==> src/rtl/display_pkg.sv <==
// Shared types, constants and helpers for the display frame reader.
package display_pkg;

    localparam int ADDR_W = 32;

    typedef enum logic [2:0] {
        IDLE,
        WAIT_VS,
        ISSUE,
        REQ,
        DRAIN
    } rd_state_t;

    // Two pixels per 64-bit beat, so a frame is width*height/2 beats.
    function automatic int frame_beats(input int width, input int height);
        return (width * height) / 2;
    endfunction

endpackage

==> src/rtl/display_frame_reader_ctrl_if.sv <==
// DMA read channel: burst requests out, accepted read beats back.
interface display_frame_reader_ctrl_if;
    import display_pkg::*;

    logic              req_valid;
    logic              req_ready;
    logic [ADDR_W-1:0] req_addr;
    logic [7:0]        req_len;
    logic              beat_rx;

    modport master (
        output req_valid, req_addr, req_len,
        input  req_ready, beat_rx
    );

    modport slave (
        input  req_valid, req_addr, req_len,
        output req_ready, beat_rx
    );

endinterface

==> src/rtl/display_read_credit.sv <==
// Outstanding-beat credit counter shared by the frame read/write controllers.
module display_read_credit #(
    parameter int MAX_OUTSTANDING = 256,
    parameter int LEN_W           = 9,
    localparam int CNT_W          = $clog2(MAX_OUTSTANDING) + 1
) (
    input  logic             clk,
    input  logic             rst,
    input  logic             add_en,
    input  logic [LEN_W-1:0] add_len,
    input  logic             beat_rx,
    input  logic [LEN_W-1:0] chk_len,
    output logic             has_credit,
    output logic [CNT_W-1:0] outstanding
);

    logic [31:0] next_cnt;

    assign has_credit = (32'(outstanding) + 32'(chk_len)) <= 32'(MAX_OUTSTANDING);

    // Net change per cycle: granted burst adds, each beat retires one; a beat with nothing owed is dropped.
    always_comb begin
        next_cnt = 32'(outstanding);
        if (add_en) begin
            next_cnt = next_cnt + 32'(add_len);
        end
        if (beat_rx && (outstanding != '0)) begin
            next_cnt = next_cnt - 32'd1;
        end
    end

    // Credit register.
    always_ff @(posedge clk) begin
        if (rst) begin
            outstanding <= '0;
        end else begin
            outstanding <= CNT_W'(next_cnt);
        end
    end

endmodule

==> src/rtl/display_frame_reader_ctrl.sv <==
// Display frame-buffer read scheduler: one frame per vsync from the ping-pong buffers.
//
//   state   | meaning
//   IDLE    | disabled, no frame scheduled
//   WAIT_VS | armed, waiting for display vsync to start a frame
//   ISSUE   | sizing next burst, waiting for beat credit
//   REQ     | request presented, waiting for DMA accept
//   DRAIN   | all bursts issued, waiting for the last beats to land
module display_frame_reader_ctrl
    import display_pkg::*;
#(
    parameter int              FRAME_WIDTH     = 540,
    parameter int              FRAME_HEIGHT    = 540,
    parameter logic [ADDR_W-1:0] FB_BASE       = 32'h0010_0000,
    parameter logic [ADDR_W-1:0] FB_STRIDE     = 32'h0020_0000,
    parameter int              BYTES_PER_BEAT  = 8,
    parameter int              BURST_BEATS     = 64,
    parameter int              MAX_OUTSTANDING = 256
) (
    input  logic                         clk,
    input  logic                         rst,
    input  logic                         enable,
    input  logic                         vs_fall,
    input  logic                         wr_frame_done,
    input  logic                         wr_buf_idx,
    display_frame_reader_ctrl_if.master  dma,
    output logic                         rd_buf_idx,
    output logic                         rd_busy,
    output logic                         frame_miss,
    output logic [15:0]                  frame_miss_cnt,
    output logic [15:0]                  frames_read
);

    localparam int FRAME_BEATS = frame_beats(FRAME_WIDTH, FRAME_HEIGHT);
    localparam int BEAT_W      = ($clog2(FRAME_BEATS + 1) > 18) ? $clog2(FRAME_BEATS + 1) : 18;
    localparam int LEN_W       = 9;
    localparam int CNT_W       = $clog2(MAX_OUTSTANDING) + 1;

    rd_state_t         state;
    logic              latest_buf;
    logic              new_avail;
    logic [BEAT_W-1:0] beat_idx;
    logic [BEAT_W-1:0] beats_left;
    logic [BEAT_W-1:0] next_beat_idx;
    logic [LEN_W-1:0]  cur_len;
    logic [LEN_W-1:0]  issue_len;
    logic [ADDR_W-1:0] issue_addr;
    logic              has_credit;
    logic              handshake;
    logic [CNT_W-1:0]  outstanding;

    assign beats_left    = BEAT_W'(FRAME_BEATS) - beat_idx;
    assign issue_len     = (beats_left < BEAT_W'(BURST_BEATS)) ? LEN_W'(beats_left)
                                                               : LEN_W'(BURST_BEATS);
    assign issue_addr    = FB_BASE + (rd_buf_idx ? FB_STRIDE : '0)
                         + ADDR_W'(beat_idx) * ADDR_W'(BYTES_PER_BEAT);
    assign next_beat_idx = beat_idx + BEAT_W'(cur_len);
    assign handshake     = (state == REQ) && dma.req_ready;

    display_read_credit #(
        .MAX_OUTSTANDING (MAX_OUTSTANDING),
        .LEN_W           (LEN_W)
    ) u_credit (
        .clk         (clk),
        .rst         (rst),
        .add_en      (handshake),
        .add_len     (cur_len),
        .beat_rx     (dma.beat_rx),
        .chk_len     (issue_len),
        .has_credit  (has_credit),
        .outstanding (outstanding)
    );

    // Frame sequencing, burst generation, miss detection and writer tracking.
    always_ff @(posedge clk) begin
        if (rst) begin
            state          <= IDLE;
            latest_buf     <= 1'b0;
            new_avail      <= 1'b0;
            beat_idx       <= '0;
            cur_len        <= '0;
            dma.req_valid  <= 1'b0;
            dma.req_addr   <= '0;
            dma.req_len    <= '0;
            rd_buf_idx     <= 1'b0;
            rd_busy        <= 1'b0;
            frame_miss     <= 1'b0;
            frame_miss_cnt <= '0;
            frames_read    <= '0;
        end else begin
            case (state)
                IDLE: begin
                    if (enable) begin
                        state <= WAIT_VS;
                    end
                end
                WAIT_VS: begin
                    if (!enable) begin
                        state <= IDLE;
                    end else if (vs_fall) begin
                        // Without a fresh buffer the previous one is shown again.
                        if (new_avail) begin
                            rd_buf_idx <= latest_buf;
                        end
                        new_avail <= 1'b0;
                        beat_idx  <= '0;
                        rd_busy   <= 1'b1;
                        state     <= ISSUE;
                    end
                end
                ISSUE: begin
                    if (has_credit) begin
                        dma.req_valid <= 1'b1;
                        dma.req_addr  <= issue_addr;
                        dma.req_len   <= 8'(issue_len - LEN_W'(1));
                        cur_len       <= issue_len;
                        state         <= REQ;
                    end
                end
                REQ: begin
                    if (dma.req_ready) begin
                        dma.req_valid <= 1'b0;
                        beat_idx      <= next_beat_idx;
                        state         <= (next_beat_idx == BEAT_W'(FRAME_BEATS)) ? DRAIN : ISSUE;
                    end
                end
                DRAIN: begin
                    if (outstanding == '0) begin
                        rd_busy     <= 1'b0;
                        frames_read <= frames_read + 16'd1;
                        state       <= enable ? WAIT_VS : IDLE;
                    end
                end
                default: state <= IDLE;
            endcase

            if (vs_fall && ((state == ISSUE) || (state == REQ) || (state == DRAIN))) begin
                frame_miss <= 1'b1;
                if (frame_miss_cnt != 16'hFFFF) begin
                    frame_miss_cnt <= frame_miss_cnt + 16'd1;
                end
            end

            // Placed last so a write completing on the frame-start cycle stays pending.
            if (wr_frame_done) begin
                latest_buf <= wr_buf_idx;
                new_avail  <= 1'b1;
            end
        end
    end

endmodule
==> src/flat_wrapper.sv <==
// flat-port wrapper written by rule: the top's interface ports become plain ports
module display_frame_reader_ctrl_flat import display_pkg::*;
#(
    parameter int              FRAME_WIDTH     = 540,
    parameter int              FRAME_HEIGHT    = 540,
    parameter logic [ADDR_W-1:0] FB_BASE       = 32'h0010_0000,
    parameter logic [ADDR_W-1:0] FB_STRIDE     = 32'h0020_0000,
    parameter int              BYTES_PER_BEAT  = 8,
    parameter int              BURST_BEATS     = 64,
    parameter int              MAX_OUTSTANDING = 256
)
  (clk, rst, enable, vs_fall, wr_frame_done, wr_buf_idx, rd_buf_idx, rd_busy, frame_miss, frame_miss_cnt, frames_read, dma_req_valid, dma_req_addr, dma_req_len, dma_req_ready, dma_beat_rx);
  display_frame_reader_ctrl_if dma_i ();
  input  logic clk;
  input  logic rst;
  input  logic enable;
  input  logic vs_fall;
  input  logic wr_frame_done;
  input  logic wr_buf_idx;
  output logic rd_buf_idx;
  output logic rd_busy;
  output logic frame_miss;
  output logic [15:0] frame_miss_cnt;
  output logic [15:0] frames_read;
  output wire logic [$bits(dma_i.req_valid)-1:0] dma_req_valid;
  output wire logic [$bits(dma_i.req_addr)-1:0] dma_req_addr;
  output wire logic [$bits(dma_i.req_len)-1:0] dma_req_len;
  input wire logic [$bits(dma_i.req_ready)-1:0] dma_req_ready;
  input wire logic [$bits(dma_i.beat_rx)-1:0] dma_beat_rx;
  assign dma_req_valid = dma_i.req_valid;
  assign dma_req_addr = dma_i.req_addr;
  assign dma_req_len = dma_i.req_len;
  assign dma_i.req_ready = dma_req_ready;
  assign dma_i.beat_rx = dma_beat_rx;
  display_frame_reader_ctrl #(.FRAME_WIDTH(FRAME_WIDTH), .FRAME_HEIGHT(FRAME_HEIGHT), .FB_BASE(FB_BASE), .FB_STRIDE(FB_STRIDE), .BYTES_PER_BEAT(BYTES_PER_BEAT), .BURST_BEATS(BURST_BEATS), .MAX_OUTSTANDING(MAX_OUTSTANDING)) u_core (.clk(clk), .rst(rst), .enable(enable), .vs_fall(vs_fall), .wr_frame_done(wr_frame_done), .wr_buf_idx(wr_buf_idx), .dma(dma_i), .rd_buf_idx(rd_buf_idx), .rd_busy(rd_busy), .frame_miss(frame_miss), .frame_miss_cnt(frame_miss_cnt), .frames_read(frames_read));
endmodule
==> config.mk <==
export PLATFORM = sky130hd
export DESIGN_NAME = display_frame_reader_ctrl_flat
export DESIGN_NICKNAME = d
export VERILOG_FILES = /design/src/rtl/display_pkg.sv /design/src/rtl/display_frame_reader_ctrl_if.sv /design/src/rtl/display_read_credit.sv /design/src/rtl/display_frame_reader_ctrl.sv /design/src/flat_wrapper.sv
export SDC_FILE = /design/constraint.sdc
export NUM_CORES = 1
export LEC_CHECK = 0
export ABC_AREA = 1
export BUFFER_PORTS_ARGS = -buffer_cell sky130_fd_sc_hd__buf_2
export CAP_MARGIN = 20
export CORE_MARGIN = 10
export CORE_UTILIZATION = 50
export CTS_BUF_LIST = sky130_fd_sc_hd__clkbuf_4 sky130_fd_sc_hd__clkbuf_8 sky130_fd_sc_hd__clkbuf_16
export DETAILED_ROUTE_END_ITERATION = 8
export PLACE_DENSITY = 0.78
export SYNTH_ARGS = -nofsm -noshare
export SYNTH_HDL_FRONTEND = slang
export SYNTH_SLANG_ARGS = --single-unit
==> constraint.sdc <==
create_clock -name clk -period 3.8 [get_ports clk]
set_input_delay 0.76 -clock clk [delete_from_list [all_inputs] [get_ports clk]]
set_output_delay 0.76 -clock clk [all_outputs]
set_load 0.02 [all_outputs]
==> results.yml <==
synthesis:
  syn_area_per_cell_um2: 6.653
  yosysMostFrequentCell: "nand2_1"
  synth_edf_count: 0
  ys.flop_type: "dfxtp_1"
  netlist_area_mm2: 0.006945
  async_flop_share_pct: 0
  synthesis.instances: 1044
  synth-seq-cells: 105
  synthTopCellsByCount: "nand2_1 (251), inv_1 (122), dfxtp_1 (105)"
  synth_top_area_share_pct: 30.26
  yosys.area.top_type: "dfxtp_1"
  ys_seq_area_share_pct: 30.26
  ys_warn_count: 0
  yosysUniqueCellTypes: 53
  synth.area.top_cells: "dfxtp_1 (30%), nand2_1 (14%), a21oi_1 (7.4%)"
final_layout:
  antenna_cells: 0
  synthToLayoutAreaGrowth_pct: 23.35
  fillers: 1180
  nets: 1202
  drive_gt1_share_pct: 23.88
  final_cells: 1344
worst_setup_path:
  crit_slowest_cell: "dfxtp_2"
  path_class: "register to register"
  crit_required_ps: 4100
  cp-start-kind: "register"
  worstPathArrival_ps: 4200
  cpMostUsedCell: "nand2_1"
  path_max_fanout: 11
  end_kind: "register"
  max_stage_delay_ps: 360
  r2r_slack_ps: -100
drt:
  drtPass1Iterations: 5
  drtIter0Drc: 808
  viasPerCell: 5.486
  ant_nets: 0
  drc_errors: 0
  vias: 7373
  wl_mm: 21.28
  wl_per_cell_um: 15.83
grt:
  grt_pass1_vias: 6619
  grt_pass1_wl_mm: 32.29
  grt_max_degree: 49
  grt_usage_pct: 20.87
  overflow: 0
  antenna_found_initial: 0
placed_design:
  portBuffers: 71
  placedCellCount: 1299
  place.gp.congestion: 0.9970
  dp_hpwl_mm: 14.62
power_and_ir_drop:
  p_leak_nw: 4.154
  cellPowerDensity_mw_per_mm2: 494.0
  vdd_ir_drop_max_mv: 0.2671
  power_mw: 4.232
clock_tree:
  cts.sinks: 105
  clockRootBuffer: "clkbuf_16"
  cts_tree: "built"
  numCtsBuffers: 9
  clk_pin_slew_ps: 80
  cts_max_path_buffers: 2
  clock_latency_ps: 360
  h-tree-depth: 3
sta:
  grt_setup_unrepaired: "true"
  tightest_slew_ps: 954.1
  post-route-period-util_pct: 102.7
  slew_violations: 0
  hold_slack_ps: 465.5
  maxSlewHeadroom_pct: 36.33
  hold_viol: 0
  period_minus_slack_ps: 3903
  setup_viol_count_final: 31
  fin_skew_ps: 17.99
  fmax_mhz: 256.2
  setup_slack_ps: -103.4
hold_path:
  hold_path.class: "register to register"
run_status:
  status: "finished, violations left"
  violations: "setup timing"
die:
  std_cell_rows: 43
  die_w_um: 137.9
  initial_core_util_pct: 50.62
  die-height_um: 137.9
  core_area_mm2: 0.01372
  io_pins: 84
  dieArea_mm2: 0.01901
flow_run:
  drv_cap: 0
## per-layer routing
layer / global-route usage, % / vias to the layer above / wire length [µm]
li1: - / 3590 / -
met1: 27.43 / 3431 / 9017
met2: 33.45 / 305 / 9920
met3: 4.601 / 47 / 1872
met4: 6.257 / 0 / 471
met5: 0 / - / 0
## final timing paths
kind                             from  cells past startpoint                       end
max                u_core.beat_idx[1]                     31   u_core.dma.req_addr[16]
min          u_core.frame_miss_cnt[4]                      2  u_core.frame_miss_cnt[4]
max reg2reg        u_core.beat_idx[1]                     31   u_core.dma.req_addr[16]
min reg2reg  u_core.frame_miss_cnt[4]                      2  u_core.frame_miss_cnt[4]
## critical path: cells and delay by family (launching register included)
family	cells	cell delay (ps)
simple gates	18	1880
buf+inv	8	700
fa+ha+maj	2	460
flops	1	360
compound gates	2	260
xor+xnor	1	170
## logic make-up after synthesis
| group | Yosys count | synth area share, % |
|---|---|---|
| other | 1 | 0.05399 |
| XOR/XNOR | 24 | 3.027 |
| adder cells (fa/ha/maj) | 35 | 6.629 |
| AND/OR/NAND/NOR | 507 | 33.99 |
| AO/OA/AOI/OAI | 192 | 15.13 |
| flip-flops | 105 | 30.26 |
| buffers and inverters | 180 | 10.90 |
## area by class of cell
| cell class | instances | area [µm²] | area share, % |
|---|---|---|---|
| sequential | 105 | 2112 | 24.65 |
| timing repair buffer | 127 | 927.1 | 10.82 |
| tap | 180 | 225.2 | 2.629 |
| multi-input combinational | 772 | 4436 | 51.77 |
| inverter | 144 | 546.8 | 6.382 |
| clock buffer | 9 | 225.2 | 2.629 |
| clock inverter | 7 | 95.09 | 1.110 |
## state kept, by name, summed over array words and instances (netlist names), 3 cells and up
signal	flops
u_core.dma.req_len	8
u_core.u_credit.outstanding	9
u_core.frames_read	16
u_core.frame_miss_cnt	16
u_core.beat_idx	18
u_core.state	3
u_core.dma.req_addr	20
u_core.cur_len	9
## metrics by stage
stage          worst slack (ps)  setup TNS (ps)  instance area [µm²]  utilization, %
2_1_floorplan             85.70               0                 6994               -
3_3_place_gp              135.5               0                 7582           55.27
3_5_place_dp              3.837               0                 7582           55.27
4_1_cts                  0.9877               0                 8138           59.32
5_1_grt                  -232.4           -6485                 8567           62.44
6_report                 -103.4           -1766                 8567           62.44
## layout by cell type, fill, tap and decap left out, types with 3 or more instances in the layout
cell	netlist	layout
xor2_1	21	20
buf_4	14	41
inv_1	122	118
nor2_4	5	7
buf_6	2	7
nand4_1	17	17
nand2_2	16	20
fa_1	3	3
nor2_1	86	82
xnor2_1	3	3
o21ai_0	58	49
nor2_2	9	11
nand2_4	7	17
nand3_2	4	9
inv_2	20	23
o21ai_1	5	14
nand3_1	74	68
conb_1	1	14
o21a_1	5	5
o21bai_1	5	5
ha_1	32	29
clkbuf_16	0	12
ha_4	0	3
dfxtp_1	105	97
or2_2	4	3
nand2_8	0	3
a21oi_1	103	93
dfxtp_2	0	8
nand2_1	251	234
nor3_1	17	17
nand3b_1	3	3
a21oi_2	2	11
buf_2	7	71
## power by group
part	total (mW)	switching [mW]	internal (mW)
clock	1.00	0.470	0.531
combinational	1.78	1.07	0.714
sequential	1.45	0.180	1.27
## repair_timing
action                                  4_1_cts  5_1_grt
gates cloned                                  3        3
endpoints found under the hold margin         0        0
pin swaps                                     4       36
gates resized for setup                      22       77
hold buffers                                  0        0
setup buffers                                 8       17
endpoints found under the setup margin       11       41
Note: power is estimated with default switching activity, not from simulation.
